[config.mk]
export PLATFORM = sky130hd
export DESIGN_NAME = period_meter
export DESIGN_NICKNAME = d
export VERILOG_FILES = /design/src/rtl/measure_pkg.sv /design/src/rtl/edge_sync.sv /design/src/rtl/period_meter.sv
export SDC_FILE = /design/constraint.sdc
export NUM_CORES = 1
export LEC_CHECK = 0
export BUFFER_PORTS_ARGS = -buffer_cell sky130_fd_sc_hd__buf_2
export CORE_ASPECT_RATIO = 0.7
export CORE_MARGIN = 2
export CORE_UTILIZATION = 28
export DETAILED_ROUTE_END_ITERATION = 8
export SYNTH_ARGS = -nofsm -noshare
export SYNTH_HDL_FRONTEND = slang
export SYNTH_SLANG_ARGS = --single-unit
[constraint.sdc]
create_clock -name clk -period 3 [get_ports clk]
set_input_delay 0.6 -clock clk [delete_from_list [all_inputs] [get_ports clk]]
set_output_delay 0.6 -clock clk [all_outputs]
set_load 0.05 [all_outputs]
[src/rtl/measure_pkg.sv]
// Shared types and defaults for the Measure-path blocks.
package measure_pkg;

  localparam int DEFAULT_CNT_W = 24;

  typedef enum logic [1:0] {
    IDLE  = 2'd0,
    ARM   = 2'd1,
    COUNT = 2'd2,
    DONE  = 2'd3
  } meas_state_t;

endpackage

[src/rtl/edge_sync.sv]
// Synchronizes an asynchronous level into clk and emits a one-cycle pulse on each rising edge.
// Every edge sees the same fixed latency, so interval measurements downstream are unaffected.
module edge_sync #(
  parameter int SYNC_STAGES = 2
) (
  input  logic clk,
  input  logic rst_n,
  input  logic sig_in,
  output logic edge_pulse
);

  logic [SYNC_STAGES-1:0] sync_reg;
  logic                   prev_reg;

  always_ff @(posedge clk or negedge rst_n) begin
    if (!rst_n) begin
      sync_reg <= '0;
      prev_reg <= 1'b0;
    end else begin
      sync_reg <= {sync_reg[SYNC_STAGES-2:0], sig_in};
      prev_reg <= sync_reg[SYNC_STAGES-1];
    end
  end

  assign edge_pulse = sync_reg[SYNC_STAGES-1] & ~prev_reg;

endmodule

[src/rtl/period_meter.sv]
// period_meter: measures the interval between rising edges of sig_in in clk cycles.
// Define PERIOD_AVG_EN to report the average of 2^AVG_LOG2 consecutive periods instead of one.
module period_meter
  import measure_pkg::*;
#(
  parameter int CNT_W       = DEFAULT_CNT_W,
  parameter int TIMEOUT     = 50_000_000 - 1,
  parameter int SYNC_STAGES = 2,
  parameter int AVG_LOG2    = 3
) (
  input  logic             clk,
  input  logic             rst_n,
  input  logic             sig_in,
  input  logic             start,
  output logic             busy,
  output logic [CNT_W-1:0] period,
  output logic             period_valid,
  input  logic             period_ready,
  output logic             timeout_err
);

  localparam logic [CNT_W-1:0] TIMEOUT_C = CNT_W'(TIMEOUT);
  localparam logic [CNT_W-1:0] CNT_ONE   = CNT_W'(1);

  meas_state_t      state_reg, state_next;
  logic [CNT_W-1:0] cnt_reg, cnt_next;
  logic [CNT_W-1:0] tcnt_reg, tcnt_next;
  logic [CNT_W-1:0] period_reg, period_next;
  logic [CNT_W-1:0] cnt_inc, tcnt_inc;
  logic             busy_reg, valid_reg;
  logic             terr_reg, terr_next;
  logic             edge_pulse, timeout_hit;

`ifdef PERIOD_AVG_EN
  localparam int               ACC_W    = CNT_W + AVG_LOG2;
  localparam int               IDX_W    = (AVG_LOG2 > 0) ? AVG_LOG2 : 1;
  localparam logic [IDX_W-1:0] IDX_LAST = IDX_W'((1 << AVG_LOG2) - 1);

  logic [ACC_W-1:0] acc_reg, acc_next, acc_sum;
  logic [IDX_W-1:0] idx_reg, idx_next;
`else
  logic unused_avg;
  assign unused_avg = ^AVG_LOG2;
`endif

  edge_sync #(
    .SYNC_STAGES (SYNC_STAGES)
  ) u_edge_sync (
    .clk        (clk),
    .rst_n      (rst_n),
    .sig_in     (sig_in),
    .edge_pulse (edge_pulse)
  );

  // Both counters saturate so a runaway can never wrap into a small bogus value.
  assign cnt_inc     = (&cnt_reg)  ? cnt_reg  : cnt_reg  + CNT_ONE;
  assign tcnt_inc    = (&tcnt_reg) ? tcnt_reg : tcnt_reg + CNT_ONE;
  // >= rather than ==: an intermediate edge landing exactly on TIMEOUT must not skip the abort.
  assign timeout_hit = (tcnt_reg >= TIMEOUT_C);

  always_comb begin
    state_next  = state_reg;
    cnt_next    = cnt_reg;
    tcnt_next   = tcnt_reg;
    period_next = period_reg;
    terr_next   = 1'b0;
`ifdef PERIOD_AVG_EN
    acc_next = acc_reg;
    idx_next = idx_reg;
    acc_sum  = acc_reg + ACC_W'(cnt_reg);
`endif

    case (state_reg)
      IDLE: begin
        tcnt_next = '0;
        if (start) begin
          state_next = ARM;
        end
      end

      ARM: begin
        tcnt_next = tcnt_inc;
        if (edge_pulse) begin
          state_next = COUNT;
          cnt_next   = CNT_ONE;
`ifdef PERIOD_AVG_EN
          acc_next = '0;
          idx_next = '0;
`endif
        end else if (timeout_hit) begin
          state_next = IDLE;
          terr_next  = 1'b1;
        end
      end

      COUNT: begin
        tcnt_next = tcnt_inc;
        cnt_next  = cnt_inc;
        if (edge_pulse) begin
`ifdef PERIOD_AVG_EN
          if (idx_reg == IDX_LAST) begin
            period_next = CNT_W'(acc_sum >> AVG_LOG2);
            state_next  = DONE;
          end else begin
            acc_next = acc_sum;
            idx_next = idx_reg + IDX_W'(1);
            cnt_next = CNT_ONE;
          end
`else
          period_next = cnt_reg;
          state_next  = DONE;
`endif
        end else if (timeout_hit) begin
          state_next = IDLE;
          terr_next  = 1'b1;
        end
      end

      DONE: begin
        if (period_ready) begin
          state_next = IDLE;
        end
      end

      default: state_next = IDLE;
    endcase
  end

  always_ff @(posedge clk or negedge rst_n) begin
    if (!rst_n) begin
      state_reg  <= IDLE;
      cnt_reg    <= '0;
      tcnt_reg   <= '0;
      period_reg <= '0;
      busy_reg   <= 1'b0;
      valid_reg  <= 1'b0;
      terr_reg   <= 1'b0;
    end else begin
      state_reg  <= state_next;
      cnt_reg    <= cnt_next;
      tcnt_reg   <= tcnt_next;
      period_reg <= period_next;
      busy_reg   <= (state_next != IDLE);
      valid_reg  <= (state_next == DONE);
      terr_reg   <= terr_next;
    end
  end

`ifdef PERIOD_AVG_EN
  always_ff @(posedge clk or negedge rst_n) begin
    if (!rst_n) begin
      acc_reg <= '0;
      idx_reg <= '0;
    end else begin
      acc_reg <= acc_next;
      idx_reg <= idx_next;
    end
  end
`endif

  assign busy         = busy_reg;
  assign period       = period_reg;
  assign period_valid = valid_reg;
  assign timeout_err  = terr_reg;

endmodule

==> impl_metrics.json <==
{
  "routed_via_density": 5.19,
  "switching_share_pct": 32.8,
  "drc_errors": 0,
  "worst_slew_pin_slew_ns": 1.04,
  "required_ns": 3.27,
  "min-delay-start": "u_edge_sync.sync_reg[0]$_DFF_PN0_",
  "firstDrtPassIters": 4,
  "num_vias": 3531,
  "r2r-end": "cnt_reg[8]$_DFFE_PN0P_",
  "endpoint_kind": "flip-flop",
  "critPathBufInv": 1,
  "relSlewSlack_pct": 30.6,
  "die_w_um": 150,
  "grt_pass1_vias": 3201,
  "drive_gt1_share_pct": 13.4,
  "worstPathArrival_ns": 2.71,
  "antenna_left": 0,
  "start_util_pct": 28.5,
  "min_path_cells": 0,
  "pwr-share-seq_pct": 38.4,
  "grt_usage_pct": 13.0,
  "clk_pin_slew_ns": 0.06,
  "yosys.area_share.simple_pct": 28.1,
  "synth_mux_area_share_pct": 2.77,
  "synth_xor_area_share_pct": 0.844,
  "final.setup.tns_ns": 0,
  "final_hold_viol_count": 0,
  "pwr-share-comb_pct": 24.5,
  "ir_drop_v": 0.000293,
  "synth_top_family_by_area": "simple AND/OR/NAND/NOR gates",
  "worstSetupStartpointType": "flip-flop",
  "hold_path_class": "reg2reg",
  "rsz0062_at_grt": "false",
  "cts_root_buf": "clkbuf_16",
  "cts_num_sinks": 80,
  "ctsHoldBuffers": 0,
  "regToRegSetupSlack_ns": 0.56,
  "drv_slew": 0,
  "grt.overflow.total": 0,
  "place.gp.congestion": 0.882,
  "p_int_mw": 2.17,
  "final.min_clock_period_ns": 2.44,
  "rows": 37,
  "max_stage_delay_ns": 0.55,
  "synthFlopType": "dfrtp_1",
  "cp_slowest_cell": "or4_1",
  "htree_levels": 3,
  "status": "complete, no violations",
  "cts_tree": "yes",
  "ys_seq_elements": 80,
  "place_inst": 665,
  "drt_iter0_markers": 239,
  "wire_per_inst_um": 14.2,
  "coreArea_um2": 14600,
  "grt_max_degree": 81,
  "ios": 32,
  "finalSetupViolCount": 0,
  "worstRegToRegCells": 7,
  "port_buffers": 31,
  "timing.fmax_ghz": 0.410,
  "hold_path_end": "u_edge_sync.sync_reg[1]$_DFF_PN0_",
  "yosysWarningCount": 0,
  "max_cap_viol_count": 0,
  "wirelength_um": 9650,
  "dp_hpwl_um": 6800,
  "clk_path_buf_depth": 2,
  "ys_types": 53,
  "cts_buffers": 9,
  "yosysSeqAreaShare_pct": 48.2,
  "n_antenna_cell": 0,
  "netlist_area_um2": 4150,
  "layoutNonFillerInstCount": 681,
  "r2r_start": "state_reg[0]$_DFF_PN0_",
  "post_cts_resized": 0,
  "grt_pass1_wl_um": 16400,
  "synth_fa_ha_area_share_pct": 1.81,
  "synth_edf_count": 0,
  "nNetsFinal": 492,
  "p_clk_share_pct": 37.1,
  "ys_async_sr_fraction_pct": 100,
  "p_per_area_nw_per_um2": 670,
  "skew_ns": 0.00699,
  "postCtsSetupBuffers": 0,
  "fin_crit_sh_pct": 81.3,
  "p_leak_nw": 2.16,
  "die_area_um2": 15800,
  "area_delta_synth_final_pct": 16.1,
  "switchingPower_mw": 1.06,
  "synthesis.nets": 469,
  "antenna_found_initial": 0,
  "path_cells": "inv_1 -> ha_1 -> and2_1 -> and4_1 -> a21o_1 -> or4_1 -> a21oi_1",
  "syn_inst": 458,
  "insertion_delay_ns": 0.34,
  "die_h_um": 106,
  "syn_avg_cell_area_um2": 9.06,
  "crit_fanout": 24,
  "synth_compound_area_share_pct": 14.6,
  "critical_path_class": "reg2reg",
  "cp_top_family": "simple AND/OR/NAND/NOR gates"
}
-- power groups by stage --
stage / clock network (mW) / registers (mW) / logic [mW]
global placement: 0 / 1.25 / 0.768
global route: 1.30 / 1.25 / 0.876
floorplan: 0 / 1.32 / 0.534
finish: 1.20 / 1.24 / 0.791
CTS: 1.25 / 1.24 / 0.797
detailed placement: 0 / 1.26 / 0.792
-- through the flow --
stage	worst slack (ns)	hold slack (ns)	util, %	instance area, µm²	total power [mW]
final	0.562	0.356	33.1	4820	3.23
after CTS	0.565	0.352	33.1	4820	3.28
after detailed placement	0.561	0.343	30.8	4490	2.05
after global placement	0.648	0.339	30.8	4490	2.02
after global routing	0.335	0.356	33.1	4820	3.43
after floorplan	0.921	0.304	-	4150	1.85
-- layout make-up --
cell class,count,area [µm²]
fillers,1513,9760
multi-input cells,344,2010
flip-flops and latches,80,2000
well taps,195,244
clock buffers,10,239
repair buffers,37,203
clock inverters,6,92.6
inverters,9,33.8
-- logic make-up (layout without fill, tap and decap cells) --
group,after synthesis,after routing
buffers and inverters,34,62
DFF,80,80
muxes,11,11
AOI/OAI and AO/OA,90,90
adders and majority gates,6,6
and+or+nand+nor,233,233
xor gates and xnor gates,4,4
-- cell usage after synthesis, types with 6 or more instances --
cell type,count,area share [%]
nand2b_1,7,1.1
a31oi_1,12,1.8
nor2_1,15,1.4
a21oi_1,20,2.4
mux2i_1,10,2.4
nand2_1,104,9.4
or3_1,12,1.8
inv_1,9,0.81
clkbuf_1,17,1.5
o21ai_0,18,2.2
nand3_1,24,2.9
ha_1,6,1.8
o311ai_0,6,1.3
or4_1,6,1.1
dfrtp_1,80,48
nor3_1,10,1.2
nor4_1,7,1.1
and3_1,12,1.8
nand4_1,14,2.1
-- placed cells by master (no fill, tap or decap), drive strengths merged, types with 5 or more instances in the layout --
cell type / n
a21oi: 20
a22o: 5
a31oi: 12
and3: 12
and4: 5
buf: 37
clkbuf: 10
dfrtp: 80
ha: 6
inv: 9
mux2i: 10
nand2: 104
nand2b: 7
nand3: 25
nand4: 14
nor2: 15
nor3: 10
nor4: 7
o21ai: 18
o311ai: 6
o41ai: 5
or2: 5
or3: 12
or4: 6
-- layer usage --
layer  global-route usage (%)  part of all wire [%]
met5                        0                     0
met4                     4.29                   1.6
met3                     3.85                   5.5
met2                     17.8                    43
met1                     19.4                    50
-- worst max path at each step --
stage | start | to | depth (start not counted)
after floorplan | tcnt_reg[3]$_DFFE_PN0P_ | tcnt_reg[1]$_DFFE_PN0P_ | 8
after global placement | state_reg[0]$_DFF_PN0_ | cnt_reg[8]$_DFFE_PN0P_ | 7
after detailed placement | state_reg[0]$_DFF_PN0_ | cnt_reg[10]$_DFFE_PN0P_ | 7
after CTS | state_reg[0]$_DFF_PN0_ | cnt_reg[8]$_DFFE_PN0P_ | 7
after global routing | cnt_reg[0]$_DFFE_PN0P_ | cnt_reg[4]$_DFFE_PN0P_ | 6
final | state_reg[0]$_DFF_PN0_ | cnt_reg[8]$_DFFE_PN0P_ | 7
(Power assumes the default switching activity.)
